**src/rtl/video_mode_pkg.sv**
```systemverilog
// Shared FSM state, mode class type and default constants for the video mode detector.
package video_mode_pkg;

   typedef enum logic [1:0] {
      SEARCH = 2'd0,
      VERIFY = 2'd1,
      LOCKED = 2'd2
   } state_t;

   typedef struct packed {
      logic rate_60;
      logic pass;
   } mode_t;

   localparam int DEF_CNT_W          = 22;
   localparam int DEF_LINE_W         = 11;
   localparam int DEF_SPLIT_PERIOD   = 1325893;
   localparam int DEF_MIN_PERIOD     = 742500;
   localparam int DEF_TIMEOUT_PERIOD = 2970000;
   localparam int DEF_VGA_LINES      = 400;
   localparam int DEF_LOCK_FRAMES    = 4;

endpackage

```
**src/rtl/sync_period_meter.sv**
```systemverilog
// Sync edge detector and frame meter: clk cycles and hsync edges per accepted vsync period.
// frame_vld/timeout are registered one clk after the registered sync edge; free-running, no backpressure.
module sync_period_meter
   import video_mode_pkg::*;
#(
   parameter int CNT_W          = DEF_CNT_W,
   parameter int LINE_W         = DEF_LINE_W,
   parameter int MIN_PERIOD     = DEF_MIN_PERIOD,
   parameter int TIMEOUT_PERIOD = DEF_TIMEOUT_PERIOD
) (
   input  logic              clk,
   input  logic              reset,
   input  logic              hsync,
   input  logic              vsync,
   output logic              frame_vld,
   output logic [CNT_W-1:0]  frame_period,
   output logic [LINE_W-1:0] frame_lines,
   output logic              timeout
);

   logic              hs_q, hs_prev, vs_q, vs_prev;
   logic [CNT_W-1:0]  period_cnt;
   logic [LINE_W-1:0] line_cnt;
   logic              hs_rise, vs_rise, accept;

   assign hs_rise = hs_q & ~hs_prev;
   assign vs_rise = vs_q & ~vs_prev;
   assign accept  = vs_rise && (period_cnt >= CNT_W'(MIN_PERIOD));

   always_ff @(posedge clk) begin
      if (reset) begin
         hs_q         <= 1'b0;
         hs_prev      <= 1'b0;
         vs_q         <= 1'b0;
         vs_prev      <= 1'b0;
         period_cnt   <= '0;
         line_cnt     <= '0;
         frame_vld    <= 1'b0;
         frame_period <= '0;
         frame_lines  <= '0;
         timeout      <= 1'b0;
      end else begin
         hs_q      <= hsync;
         hs_prev   <= hs_q;
         vs_q      <= vsync;
         vs_prev   <= vs_q;
         frame_vld <= accept;
         // Fires once per loss: the counter only passes this value on its way to saturation.
         timeout   <= ~accept && (period_cnt == CNT_W'(TIMEOUT_PERIOD));
         if (accept) begin
            frame_period <= period_cnt;
            frame_lines  <= line_cnt;
            period_cnt   <= CNT_W'(1);
            line_cnt     <= '0;
         end else begin
            if (period_cnt != '1)
               period_cnt <= period_cnt + CNT_W'(1);
            if (hs_rise && (line_cnt != '1))
               line_cnt <= line_cnt + LINE_W'(1);
         end
      end
   end

endmodule

```
**src/rtl/video_mode_detect.sv**
```systemverilog
// Classifies incoming video timing as 50/60 Hz and VGA/passthrough, committing a mode after repeated agreement.
// Outputs update two clk edges after vsync is first sampled high; no backpressure.
module video_mode_detect
   import video_mode_pkg::*;
#(
   parameter int CNT_W          = DEF_CNT_W,
   parameter int LINE_W         = DEF_LINE_W,
   parameter int SPLIT_PERIOD   = DEF_SPLIT_PERIOD,
   parameter int MIN_PERIOD     = DEF_MIN_PERIOD,
   parameter int TIMEOUT_PERIOD = DEF_TIMEOUT_PERIOD,
   parameter int VGA_LINES      = DEF_VGA_LINES,
   parameter int LOCK_FRAMES    = DEF_LOCK_FRAMES
) (
   input  logic              clk,
   input  logic              reset,
   input  logic              i_hsync,
   input  logic              i_vsync,
   output logic              o_rate_60,
   output logic              o_passthrough,
   output logic              o_locked,
   output logic              o_mode_change,
   output logic [CNT_W-1:0]  o_frame_period,
   output logic [LINE_W-1:0] o_line_count
);

   localparam int MW = $clog2(LOCK_FRAMES + 1);

   logic              frame_vld, timeout;
   logic [CNT_W-1:0]  frame_period;
   logic [LINE_W-1:0] frame_lines;
   state_t            state_q, state_d;
   mode_t             cls, mode_q, cand_q, cand_d;
   logic [MW-1:0]     match_q, match_d, mis_q, mis_d;
   logic              commit, lock_d;

   sync_period_meter #(
      .CNT_W          (CNT_W),
      .LINE_W         (LINE_W),
      .MIN_PERIOD     (MIN_PERIOD),
      .TIMEOUT_PERIOD (TIMEOUT_PERIOD)
   ) u_meter (
      .clk          (clk),
      .reset        (reset),
      .hsync        (i_hsync),
      .vsync        (i_vsync),
      .frame_vld    (frame_vld),
      .frame_period (frame_period),
      .frame_lines  (frame_lines),
      .timeout      (timeout)
   );

   assign cls           = {frame_period < CNT_W'(SPLIT_PERIOD), frame_lines > LINE_W'(VGA_LINES)};
   assign o_rate_60     = mode_q.rate_60;
   assign o_passthrough = mode_q.pass;

   always_ff @(posedge clk) begin
      if (reset)
         state_q <= SEARCH;
      else
         state_q <= state_d;
   end

   always_comb begin
      state_d = state_q;
      if (timeout)
         state_d = SEARCH;
      else if (frame_vld) begin
         if (state_q == SEARCH)
            state_d = VERIFY;
         else if (commit)
            state_d = LOCKED;
      end
   end

   always_comb begin
      cand_d  = cand_q;
      match_d = match_q;
      mis_d   = mis_q;
      commit  = 1'b0;
      lock_d  = o_locked;
      if (timeout) begin
         match_d = '0;
         mis_d   = '0;
         lock_d  = 1'b0;
      end else if (frame_vld) begin
         case (state_q)
            SEARCH: match_d = '0;
            VERIFY: begin
               match_d = (cls == cand_q) ? match_q + MW'(1) : MW'(1);
               cand_d  = cls;
               if (match_d == MW'(LOCK_FRAMES)) begin
                  commit  = 1'b1;
                  lock_d  = 1'b1;
                  match_d = '0;
                  mis_d   = '0;
               end
            end
            LOCKED: begin
               // A single agreeing frame forgives any partial run of disagreeing ones.
               if (cls == mode_q)
                  mis_d = '0;
               else begin
                  mis_d  = (cls == cand_q) ? mis_q + MW'(1) : MW'(1);
                  cand_d = cls;
                  if (mis_d == MW'(LOCK_FRAMES)) begin
                     commit = 1'b1;
                     mis_d  = '0;
                  end
               end
            end
            default: ;
         endcase
      end
   end

   always_ff @(posedge clk) begin
      if (reset) begin
         mode_q         <= '0;
         cand_q         <= '0;
         match_q        <= '0;
         mis_q          <= '0;
         o_locked       <= 1'b0;
         o_mode_change  <= 1'b0;
         o_frame_period <= '0;
         o_line_count   <= '0;
      end else begin
         cand_q        <= cand_d;
         match_q       <= match_d;
         mis_q         <= mis_d;
         o_locked      <= lock_d;
         o_mode_change <= commit && (cand_d != mode_q);
         if (commit)
            mode_q <= cand_d;
         if (frame_vld) begin
            o_frame_period <= frame_period;
            o_line_count   <= frame_lines;
         end
      end
   end

endmodule

```
**config.mk**
```make
export PLATFORM = sky130hd
export DESIGN_NAME = video_mode_detect
export DESIGN_NICKNAME = d
export VERILOG_FILES = /design/src/rtl/video_mode_pkg.sv /design/src/rtl/sync_period_meter.sv /design/src/rtl/video_mode_detect.sv
export SDC_FILE = /design/constraint.sdc
export NUM_CORES = 1
export LEC_CHECK = 0
export ABC_AREA = 1
export CAP_MARGIN = 20
export CORE_MARGIN = 3
export CORE_UTILIZATION = 45
export CTS_CLUSTER_DIAMETER = 150
export DETAILED_ROUTE_END_ITERATION = 7
export GPL_TIMING_DRIVEN = 0
export HOLD_SLACK_MARGIN = 0.1
export PLACE_DENSITY = 0.77
export SYNTH_ARGS = -nofsm -noshare
export SYNTH_HDL_FRONTEND = slang
export SYNTH_HIERARCHICAL = 1
export SYNTH_SLANG_ARGS = --single-unit
export TNS_END_PERCENT = 100
```
**constraint.sdc**
```tcl
create_clock -name clk -period 1.7 [get_ports clk]
set_input_delay 0.34 -clock clk [delete_from_list [all_inputs] [get_ports clk]]
set_output_delay 0.34 -clock clk [all_outputs]
set_load 0.03 [all_outputs]
```
# [Yosys cells after proc, flatten, opt, wreduce, memory -nomap -nowiden]
# Cells that the tools add are included.
[classes] bitwise_logic=5 addsub=4 reduce_logical=15 n_lt_le_gt_ge=3 n_eq_ne=11 mux=22
[op_table] op="$add 22x1->22 const B" count=1
[op_table] op="$eq 22x22->1 const B" count=1
[op_table] op="$ge 22x20->1 const B" count=1
[op_table] op="$lt 22x21->1 const B" count=1
[op_table] op="$ne 22x22->1 const B" count=1
[op_table] op="$mux 3" count=6
[op_table] op="$pmux 3 s2" count=2
[op_table] op="$add 11x1->11 const B" count=1
[op_table] op="$gt 11x9->1 const B" count=1
[op_table] op="$ne 11x11->1 const B" count=1
[op_table] op="$mux 2" count=5
[op_table] op="$reduce_bool 2->1" count=4
[op_table] op="$mux 1" count=7
[op_table] op="$add 3x1->3 const B" count=2
[op_table] op="$eq 3x3->1 const B" count=2
[op_table] op="$reduce_and 3->1" count=2
[op_table] op="$eq 2x2->1" count=2
[op_table] op="$logic_and 1x1->1" count=4
[op_table] op="$pmux 2 s2" count=1
[op_table] op="$reduce_and 2->1" count=2
[op_table] op="$reduce_or 2->1" count=2
[op_table] op="$not 1->1" count=3
[op_table] op="$and 1x1->1" count=2
[op_table] op="$eq 2x1->1 const B" count=1
[op_table] op="5 further kinds" count=5
[word_totals] regBits=119 input_bits=4 elab_cells=82 out_inout_bits=37

# [Longest topological paths before layout]
# Gate-level depths: netlist (run 1).
[depth] depth_word=11 mapped_depth=20 ltp_nobuf=20

# [Modules after synthesis]
# The synthesis (run 1) kept the hierarchy.
[modules_own_cells] module="sync_period_meter" instances=1 seq_area_each_um2=1441.4 area_per_inst_um2=3601.0 cells_per_inst=500
[modules_own_cells] module="video_mode_detect" instances=1 seq_area_each_um2=940.9 area_per_inst_um2=2147.1 cells_per_inst=297

# [Least setup slack after synthesis (run 1)]
# No wires, ideal clock.
[synth_timing] path_type="register to register" start="register u_meter.frame_period[18]" end="register state_q[1]" arrival_ps=1593 setup_time_ps=62 slack_ps=45 stages_incl_launch_ff=19 required_time_ps=1638 path_buffers=0 synth_period_minus_slack_ps=1655 path_cell_list="dfxtp_1 -> inv_1 -> nor2_1 -> nand2_1 -> nor3_2 -> nand2_1 -> nand2_2 -> nand2_1 -> nand3_2 -> nand2_1 -> nor2_1 -> nand2_1 -> nand2_1 -> nand2_2 -> nand2_2 -> nand2_2 -> nand2_1 -> nand2_1 -> nor2_2"
[synth_via] elab_chain_cells=11
[synth_lines] item="from (decl)" line="sync_period_meter.sv:16" rtl="output logic [CNT_W-1:0] frame_period,"
[synth_lines] item="from (signal assigned)" line="sync_period_meter.sv:51" rtl="frame_period <= period_cnt;"
[synth_lines] item="$lt 22x21->1 (*)" line="video_mode_detect.sv:52" rtl="assign cls = {frame_period < CNT_W'(SPLIT_PERIOD), frame_lines > LINE_W'(VGA_LINES)};"
[synth_lines] item="$eq 2x2->1" line="video_mode_detect.sv:89, video_mode_detect.sv:103"
[synth_lines] item="$mux 3" line="video_mode_detect.sv:103" rtl="mis_d = (cls == cand_q) ? mis_q + MW'(1) : MW'(1);"
[synth_lines] item="$eq 3x3->1" line="video_mode_detect.sv:105" rtl="if (mis_d == MW'(LOCK_FRAMES)) begin"
[synth_lines] item="$mux 1" line="video_mode_detect.sv:105"
[synth_lines] item="$mux 1" line="video_mode_detect.sv:100" rtl="if (cls == mode_q)"
[synth_lines] item="$pmux 1 s2 (*)" line="video_mode_detect.sv:86" rtl="case (state_q)"
[synth_lines] item="$mux 1 (*)" line="video_mode_detect.sv:85" rtl="end else if (frame_vld) begin"
[synth_lines] item="$mux 1 (*)" line="video_mode_detect.sv:81" rtl="if (timeout) begin"
[synth_lines] item="$reduce_bool 2->1 (no source line) (*)"
[synth_lines] item="$reduce_and 2->1 (no source line) (*)"
[synth_lines] item="to (signal assigned)" line="video_mode_detect.sv:60" rtl="state_q <= state_d;"
[synth_lines] item="to (decl)" line="video_mode_detect.sv:31" rtl="state_t state_q, state_d;"
# Every way passes the cells marked *; elsewhere a longest branch is shown, timed or not.
# A chain may end at the register's enable or synchronous reset.

# [Worst setup path in the final report (run 1)]
[layout_timing] start="register u_meter.frame_lines[5]" end="register mis_q[1]"
[layout_via] elab_chain_cells=7
[layout_lines] item="from (decl)" line="sync_period_meter.sv:17" rtl="output logic [LINE_W-1:0] frame_lines,"
[layout_lines] item="from (signal assigned)" line="sync_period_meter.sv:52" rtl="frame_lines <= line_cnt;"
[layout_lines] item="$gt 11x9->1 (*)" line="video_mode_detect.sv:52"
[layout_lines] item="$eq 2x2->1" line="video_mode_detect.sv:89, video_mode_detect.sv:103"
[layout_lines] item="$mux 3" line="video_mode_detect.sv:103"
[layout_lines] item="$eq 3x3->1" line="video_mode_detect.sv:105"
[layout_lines] item="$mux 3" line="video_mode_detect.sv:105"
[layout_lines] item="$mux 3" line="video_mode_detect.sv:100"
[layout_lines] item="$pmux 3 s2" line="video_mode_detect.sv:86"
[layout_lines] item="to (signal assigned)" line="video_mode_detect.sv:129" rtl="mis_q <= mis_d;"
[layout_lines] item="to (decl)" line="video_mode_detect.sv:33" rtl="logic [MW-1:0] match_q, match_d, mis_q, mis_d;"
# Marks and branches as above.

==> key figures, run 1 <==
Status
  • Status: complete, but fails checks
  • Violated checks: setup timing

Routing
  • Initial DRC Count: 630
  • Routed wire per std cell: 13.7 um
  • Vias/cell: 5.23
  • Total number of vias: 5,552
  • Drt pass-1 iters: 6
  • DRC: 0
  • Total wire length: 14,600 um
  • Post-route ant nets: 0

Job
  • Max Cap Viol: 0

Clock tree
  • Worst-Skew Late Latency: 0.42 ns
  • Clk slew on worst S/H paths: 0.06 ns
  • TritonCTS clock tree: yes
  • Clk sinks: 119
  • Root Driver: clkbuf_16
  • H-tree depth: 4
  • CTS Buffer Depth: 2
  • Cts hold-fix bufs: 0
  • Total CTS buffers: 17

Timing
  • # setup viols final: 9
  • Minimum clock period: 2.01 ns
  • Min Hold Slack: 0.442 ns
  • Slew Limit Fails: 0
  • Worst-Margin Slew: 0.570 ns
  • Hold Fails Final Rpt: 0
  • Clock skew: 0.00888 ns
  • Final period utilization: 118%
  • FMAX: 499 MHz
  • RSZ-0062 raised after global routing: yes
  • Relative slew slack: 62.0%
  • Setup ws final: -0.306 ns

Floorplanning
  • Die ar.: 0.0142 mm2
  • Site Rows: 40
  • Starting Density: 46.9%
  • Die Ht: 119 um
  • Core area: 0.0123 mm2
  • Die Width: 119 um
  • Top Ports: 41

Global routing
  • Overflow after GRT: 0
  • Tot GR Track Use: 20.0%
  • Initial antenna violation count: 0
  • First-pass GRT wire length: 23,300 um
  • Vias in the first global route: 4,973
  • Largest net degree at the start of global routing: 17

Setup path
  • Startpoint types: flop
  • Worst r2r dst: mis_q[1]
  • Critical Path End Type: flop
  • Crit path arrival time: 2.34 ns
  • Crit path kind: reg -> reg
  • Largest fanout on the critical path: 6
  • Worst Reg-to-Reg Cells: 14
  • Worst reg-to-reg setup slack: -0.31 ns
  • Critical path required time: 2.04 ns
  • Worst R2R Start: u_meter/frame_lines[5]

Power
  • Peak supply drop: 0.887 mV
  • P_leak: 3.32 nW
  • Power density cells: 992 mW/mm2

Placed design
  • PortBufs: 40
  • Post-DP HPWL: 9670 um
  • Final GP Congestion: 0.935

Synth
  • Synth unique cells: 38
  • Post-synth top flop: dfxtp_1
  • Top cell type's share of synthesized area: 41.4%
  • Async set or reset register ratio after synthesis: 0%
  • Synthesized net count: 809
  • Post-synthesis sequential area ratio: 41.4%
  • Synthesized instance count: 797
  • Post-synthesis register bit count: 119
  • Top post-synthesis cells by count: nand2_1, nor2_1, dfxtp_1, inv_1, nand3_1
  • Post-synth EDFFs: 0
  • Yosys warnings: 6
  • Syn avg cell area: 7.21 um2
  • Most common cell in the synthesized netlist: nand2_1
  • Cell area after synthesis: 0.00575 mm2
  • Area contributors post-synth: dfxtp_1, nand2_1, nor2_1
  • Yosys top cell by area: dfxtp_1

Cells and area
  • Layout cells sized above 1: 20.4%
  • Net count, final: 892
  • Area Growth Syn to Fin: 29.3%
  • Final core utilization: 60.6%
  • Antenna Diode Count: 0

Min path
  • Hold Startpoint: i_vsync
  • Hold EP: u_meter/vs_q
  • Hold depth: 3
  • HP Class: in -> reg
[registers in the layout, summed over array words and instances, names as in the netlist]
name / count
u_meter/line_cnt: 11
o_locked: 1
o_frame_period: 22
u_meter/vs_q: 1
u_meter/frame_vld: 1
u_meter/hs_q: 1
u_meter/hs_prev: 1
u_meter/frame_period: 22
u_meter/timeout: 1
o_line_count: 11
u_meter/vs_prev: 1
o_passthrough: 1
o_rate_60: 1
state_q: 2
match_q: 3
cand_q: 2
u_meter/frame_lines: 11
mis_q: 3
o_mode_change: 1
u_meter/period_cnt: 22
[critical path: stages, from the launching register on]
cell,delay (ns)
dfxtp_1,0.32
inv_2,0.08
nand2_1,0.09
nor2_2,0.14
nand3_2,0.13
nand2_2,0.12
nand2_2,0.07
nand2_4,0.09
nand4_2,0.12
nor2_2,0.11
buf_4,0.12
nand3_2,0.09
o31ai_4,0.12
o21ai_1,0.15
a21oi_1,0.19
[cells by family after synthesis]
family / Yosys count / share of synthesized area, %
AO/OA/AOI/OAI: 82 / 7.55
adder cells (fa/ha/maj): 8 / 1.74
AND/OR/NAND/NOR: 451 / 36.7
buffers and inverters: 113 / 8.86
flip-flops: 119 / 41.4
XOR/XNOR: 24 / 3.66
[worst max-delay path by stage]
stage / startpoint / to / depth (start not counted)
after floorplan: u_meter/frame_period[18] / state_q[1] / 18
after global placement: reset / u_meter/frame_period[4] / 6
after detailed placement: reset / u_meter/frame_lines[7] / 6
after CTS: u_meter/frame_period[18] / state_q[1] / 16
after global routing: u_meter/frame_lines[6] / mis_q[1] / 14
final: u_meter/frame_lines[5] / mis_q[1] / 14
[cell usage in the layout, fill, tap and decap left out, types with 7 or more instances in the layout]
cell type / synthesis / layout
o21ai_0: 42 / 40
dlygate4sd2_1: 0 / 38
clkbuf_1: 17 / 16
buf_4: 5 / 28
nor2_2: 18 / 28
buf_6: 7 / 8
nand2_1: 147 / 140
ha_1: 8 / 7
xor2_1: 19 / 18
clkbuf_16: 0 / 17
inv_1: 75 / 67
dfxtp_2: 0 / 21
dfxtp_1: 119 / 95
nand2_2: 13 / 16
a21oi_1: 29 / 28
nand3_1: 63 / 60
inv_2: 4 / 12
bufinv_16: 0 / 8
nor2_1: 141 / 128
nand4_1: 45 / 45
[power by group]
part	total (W)	switching [W]	internal [W]
sequential	0.00282	0.0000159	0.00280
clock	0.00438	0.00132	0.00305
combinational	0.000171	0.000117	0.0000535
total	0.00737	0.00146	0.00591
[per-layer routing]
metal,share of wire (%),GRT usage [%],vias to the layer above,wire length [um]
met2,48,33.1,204,7050
met4,2.3,8.83,0,333
met5,0,0,-,0
li1,-,-,2757,-
met3,5.6,4.13,34,824
met1,44,25.0,2557,6380
[cell type report]
| cell class | instances | area [um2] |
|---|---|---|
| flip-flops and latches | 119 | 2420 |
| repair buffers | 64 | 537 |
| clock buffers | 17 | 425 |
| plain buffers | 34 | 214 |
| inverters | 79 | 297 |
| multi-input cells | 565 | 3030 |
| well taps | 168 | 210 |
| fillers | 1029 | 4830 |
| clock inverters | 15 | 299 |
[through the flow]
step           TNS [ns]  instances  total power (W)  setup WS [ns]  cell area, um2
3_3_place_gp     -42.48       1005          0.00304         -0.732            6360
3_5_place_dp     -43.91       1005          0.00304         -0.771            6360
5_1_grt           -3.59       1061          0.00758         -0.419            7430
2_1_floorplan         0        797          0.00299         0.0452            5750
4_1_cts           -1.25       1050          0.00741         -0.189            7220
6_report          -2.04       1061          0.00737         -0.306            7430
[timing repair]
item,CTS,global route
gates resized for setup,69,49
endpoints found under the setup margin,111,76
buffers inserted,13,11
pin swaps,16,24
cloned,0,0
Note: power is estimated with default switching activity, not from simulation.
==> run 2, diff against run 1 <==
--- a/config.mk
+++ b/config.mk
@@ -14,6 +14,7 @@
 export GPL_TIMING_DRIVEN = 0
 export HOLD_SLACK_MARGIN = 0.1
 export PLACE_DENSITY = 0.77
+export SETUP_SLACK_MARGIN = 0.05
 export SYNTH_ARGS = -nofsm -noshare
 export SYNTH_HDL_FRONTEND = slang
 export SYNTH_HIERARCHICAL = 1
==> constraint.sdc (replaced) <==
create_clock -name clk -period 1.7 [get_ports clk]
set_input_delay 0.255 -clock clk [delete_from_list [all_inputs] [get_ports clk]]
set_output_delay 0.255 -clock clk [all_outputs]
set_load 0.03 [all_outputs]
==> run 2 against run 1 <==
  * The run still ends with setup timing left
  * Non-clock buffer count rose by 23
  * Sequential cell count did not move
  * Fmax fell by 4.0%
  * Die area stayed put
==> key figures, run 2 (synthesized netlist as in run 1, its figures left out) <==
Setup path
  • Crit path arrival time: 2.43 ns (+0.09 ns)
  • Critical Path End Type: flop
  • Critical path's top delay family: simple AND/OR/NAND/NOR gates
  • WP buf/inv: 2 (unchanged)
  • Slowest CP cell: dfxtp_2
  • Slowest stage delay, CP: 0.33 ns (about the same)
  • Most used cell, CP: nand2_4
  • Largest fanout on the critical path: 6 (unchanged)
  • Critical path required time: 2.04 ns (about the same)
  • Crit path kind: reg -> reg
  • Startpoint types: flop
  • CP Cell Sequence: inv_2 -> nand2_2 -> nor2_1 -> nand2_1 -> nand2_1 -> nand2_2 -> nand2_4 -> nand2_4 -> nand2_4 -> nand4_1 -> nor2_2 -> buf_4 -> nand3_2 -> o31ai_4 -> o21ai_1 -> a21oi_1

Timing
  • # setup viols final: 11 (+2)
  • RSZ-0062 raised after global routing: yes
  • Setup ws final: -0.388 ns (-0.0827 ns)
  • Clock skew: 0.00843 ns (-0.000450 ns)
  • Setup TNS: -2.74 ns (-0.706 ns)
  • FMAX: 479 MHz (-4.0%)
  • Hold Fails Final Rpt: 0 (unchanged)
  • Slew Limit Fails: 0 (unchanged)
  • Relative slew slack: 62.9% (+0.88 points)
  • Worst-Margin Slew: 0.557 ns (-0.0132 ns)
  • Minimum clock period: 2.09 ns (+0.0827 ns)
  • Final period utilization: 123% (+4.9 points)

Power
  • Switching power: 0.00143 W (-1.8%)
  • Combinational share of power: 3.0% (+0.7 points)
  • Int Power: 0.00503 W (-15%)
  • Total chip power: 0.00646 W (-12%)
  • Sw Share: 22.1% (+2.4 points)
  • Power density cells: 837 mW/mm2 (-16%)
  • Share of power burned in the clock network: 53.6% (-5.8 points)
  • P_leak: 3.48 nW (+4.9%)
  • Peak supply drop: 0.692 mV (-22%)
  • Sequential fraction of design power: 43.4% (+5.1 points)

Cells and area
  • Most frequent cells in the layout: nand2_1, nor2_1, dfxtp_1
  • Top Registers: o_frame_period x22, u_meter/frame_period x22, u_meter/period_cnt x22
  • Most common cell after layout, fill and taps aside: nand2_1
  • Final core utilization: 63.0% (+2.4 points)
  • Antenna Diode Count: 0 (unchanged)
  • Net count, final: 915 (+2.6%)
  • Layout cells sized above 1: 25.3% (+4.9 points)
  • Area Growth Syn to Fin: 34.3%

Status
  • Status: complete, but fails checks
  • Violated checks: setup timing

Floorplanning
  • Site Rows: 40 (unchanged)
  • Starting Density: 46.9% (unchanged)
  • Die Width: 119 um (unchanged)
  • Die ar.: 0.0142 mm2 (unchanged)
  • Top Ports: 41 (unchanged)
  • Die Ht: 119 um (unchanged)
  • Core area: 0.0123 mm2 (unchanged)

Routing
  • Initial DRC Count: 701 (+11%)
  • Post-route ant nets: 0 (unchanged)
  • Total number of vias: 5,820 (+4.8%)
  • Vias/cell: 5.37 (+2.6%)
  • Total wire length: 16,000 um (+9.8%)
  • Routed wire per std cell: 14.8 um (+7.5%)
  • Drt pass-1 iters: 7 (+1)
  • DRC: 0 (unchanged)

Clock tree
  • TritonCTS clock tree: yes
  • H-tree depth: 4 (unchanged)
  • Clk slew on worst S/H paths: 0.06 ns (about the same)
  • Root Driver: clkbuf_16
  • Clk sinks: 119 (unchanged)
  • Worst-Skew Late Latency: 0.42 ns (about the same)
  • Cts hold-fix bufs: 0 (unchanged)
  • Total CTS buffers: 17 (unchanged)
  • CTS Buffer Depth: 2 (unchanged)

Global routing
  • Overflow after GRT: 0 (unchanged)
  • First-pass GRT wire length: 23,300 um (+0.12%)
  • Tot GR Track Use: 20.0% (+0.028 points)
  • Vias in the first global route: 5,142 (+3.4%)
  • Largest net degree at the start of global routing: 17 (unchanged)
  • Initial antenna violation count: 0 (unchanged)

Placed design
  • Final GP Congestion: 0.921 (-1.5%)
  • PortBufs: 40 (unchanged)
  • Post-DP HPWL: 9650 um (-0.19%)

Min path
  • HP Class: in -> reg

Job
  • Max Cap Viol: 0 (unchanged)
## run 2: changes by cell type in the layout (fill, tap and decap cells not counted), sizes merged
cell	previous run	this run
dlymetal6s2s	0	2
clkbuf	34	38
bufinv	8	2
buf	41	62
clkinvlp	2	3
dlygate4sd2	38	36
clkinv	4	7
## run 2: what timing repair did
action                     CTS  global route
setup endpoints to repair  113            97
pin swaps                   14            24
buffers inserted            11            34
resized for setup           80            99
cloned                       0             2
## run 2: path summary, 6_finish.rpt
kind | from | slack [ns] | cells after the start | end
max | u_meter/frame_period[5] | -0.39 | 16 | mis_q[2]
min | reset | 0.33 | 2 | u_meter/vs_q
max reg2reg | u_meter/frame_period[5] | -0.39 | 16 | mis_q[2]
min reg2reg | u_meter/hs_q | 0.43 | 2 | u_meter/hs_prev
## run 2: layer usage
metal	routed length [um]	track usage (%)	vias to the layer above
li1	-	-	2796
met1	6590	24.5	2682
met2	7870	34.1	284
met3	1100	4.75	58
met4	451	7.46	0
met5	0	0	-
## run 2: power by group through the flow
stage | Combinational (W) | Sequential [W] | Clock (W)
finish | 0.000191 | 0.00281 | 0.00347
global route | 0.000211 | 0.00281 | 0.00362
CTS | 0.000165 | 0.00282 | 0.00349
detailed placement | 0.000162 | 0.00288 | 0
global placement | 0.000160 | 0.00288 | 0
floorplan | 0.000118 | 0.00287 | 0
## run 2: metrics by stage
stage	setup WS [ns]	std cells	cell area [um2]	hold WS, ns
final	-0.388	1084	7720	0.327
after global routing	-0.484	1084	7720	0.342
after CTS	-0.169	1048	7110	0.353
after detailed placement	-0.678	1005	6360	0.429
after global placement	-0.672	1005	6360	0.422
after floorplan	0.0472	797	5750	0.324
## run 2: cell type report
cell class / count / area [um2]
clock buffers: 19 / 443
flip-flops and latches: 119 / 2450
repair buffers: 87 / 788
plain buffers: 34 / 233
clock inverters: 13 / 130
fillers: 972 / 4540
inverters: 79 / 299
well taps: 168 / 210
multi-input cells: 565 / 3170
==> run 3, diff against run 2 <==
--- a/config.mk
+++ b/config.mk
@@ -6,7 +6,6 @@
 export NUM_CORES = 1
 export LEC_CHECK = 0
 export ABC_AREA = 1
-export CAP_MARGIN = 20
 export CORE_MARGIN = 3
 export CORE_UTILIZATION = 45
 export CTS_CLUSTER_DIAMETER = 150
==> results of run 3 <==
Same layout as run 2: the final DEF is identical, and so are final timing and power.
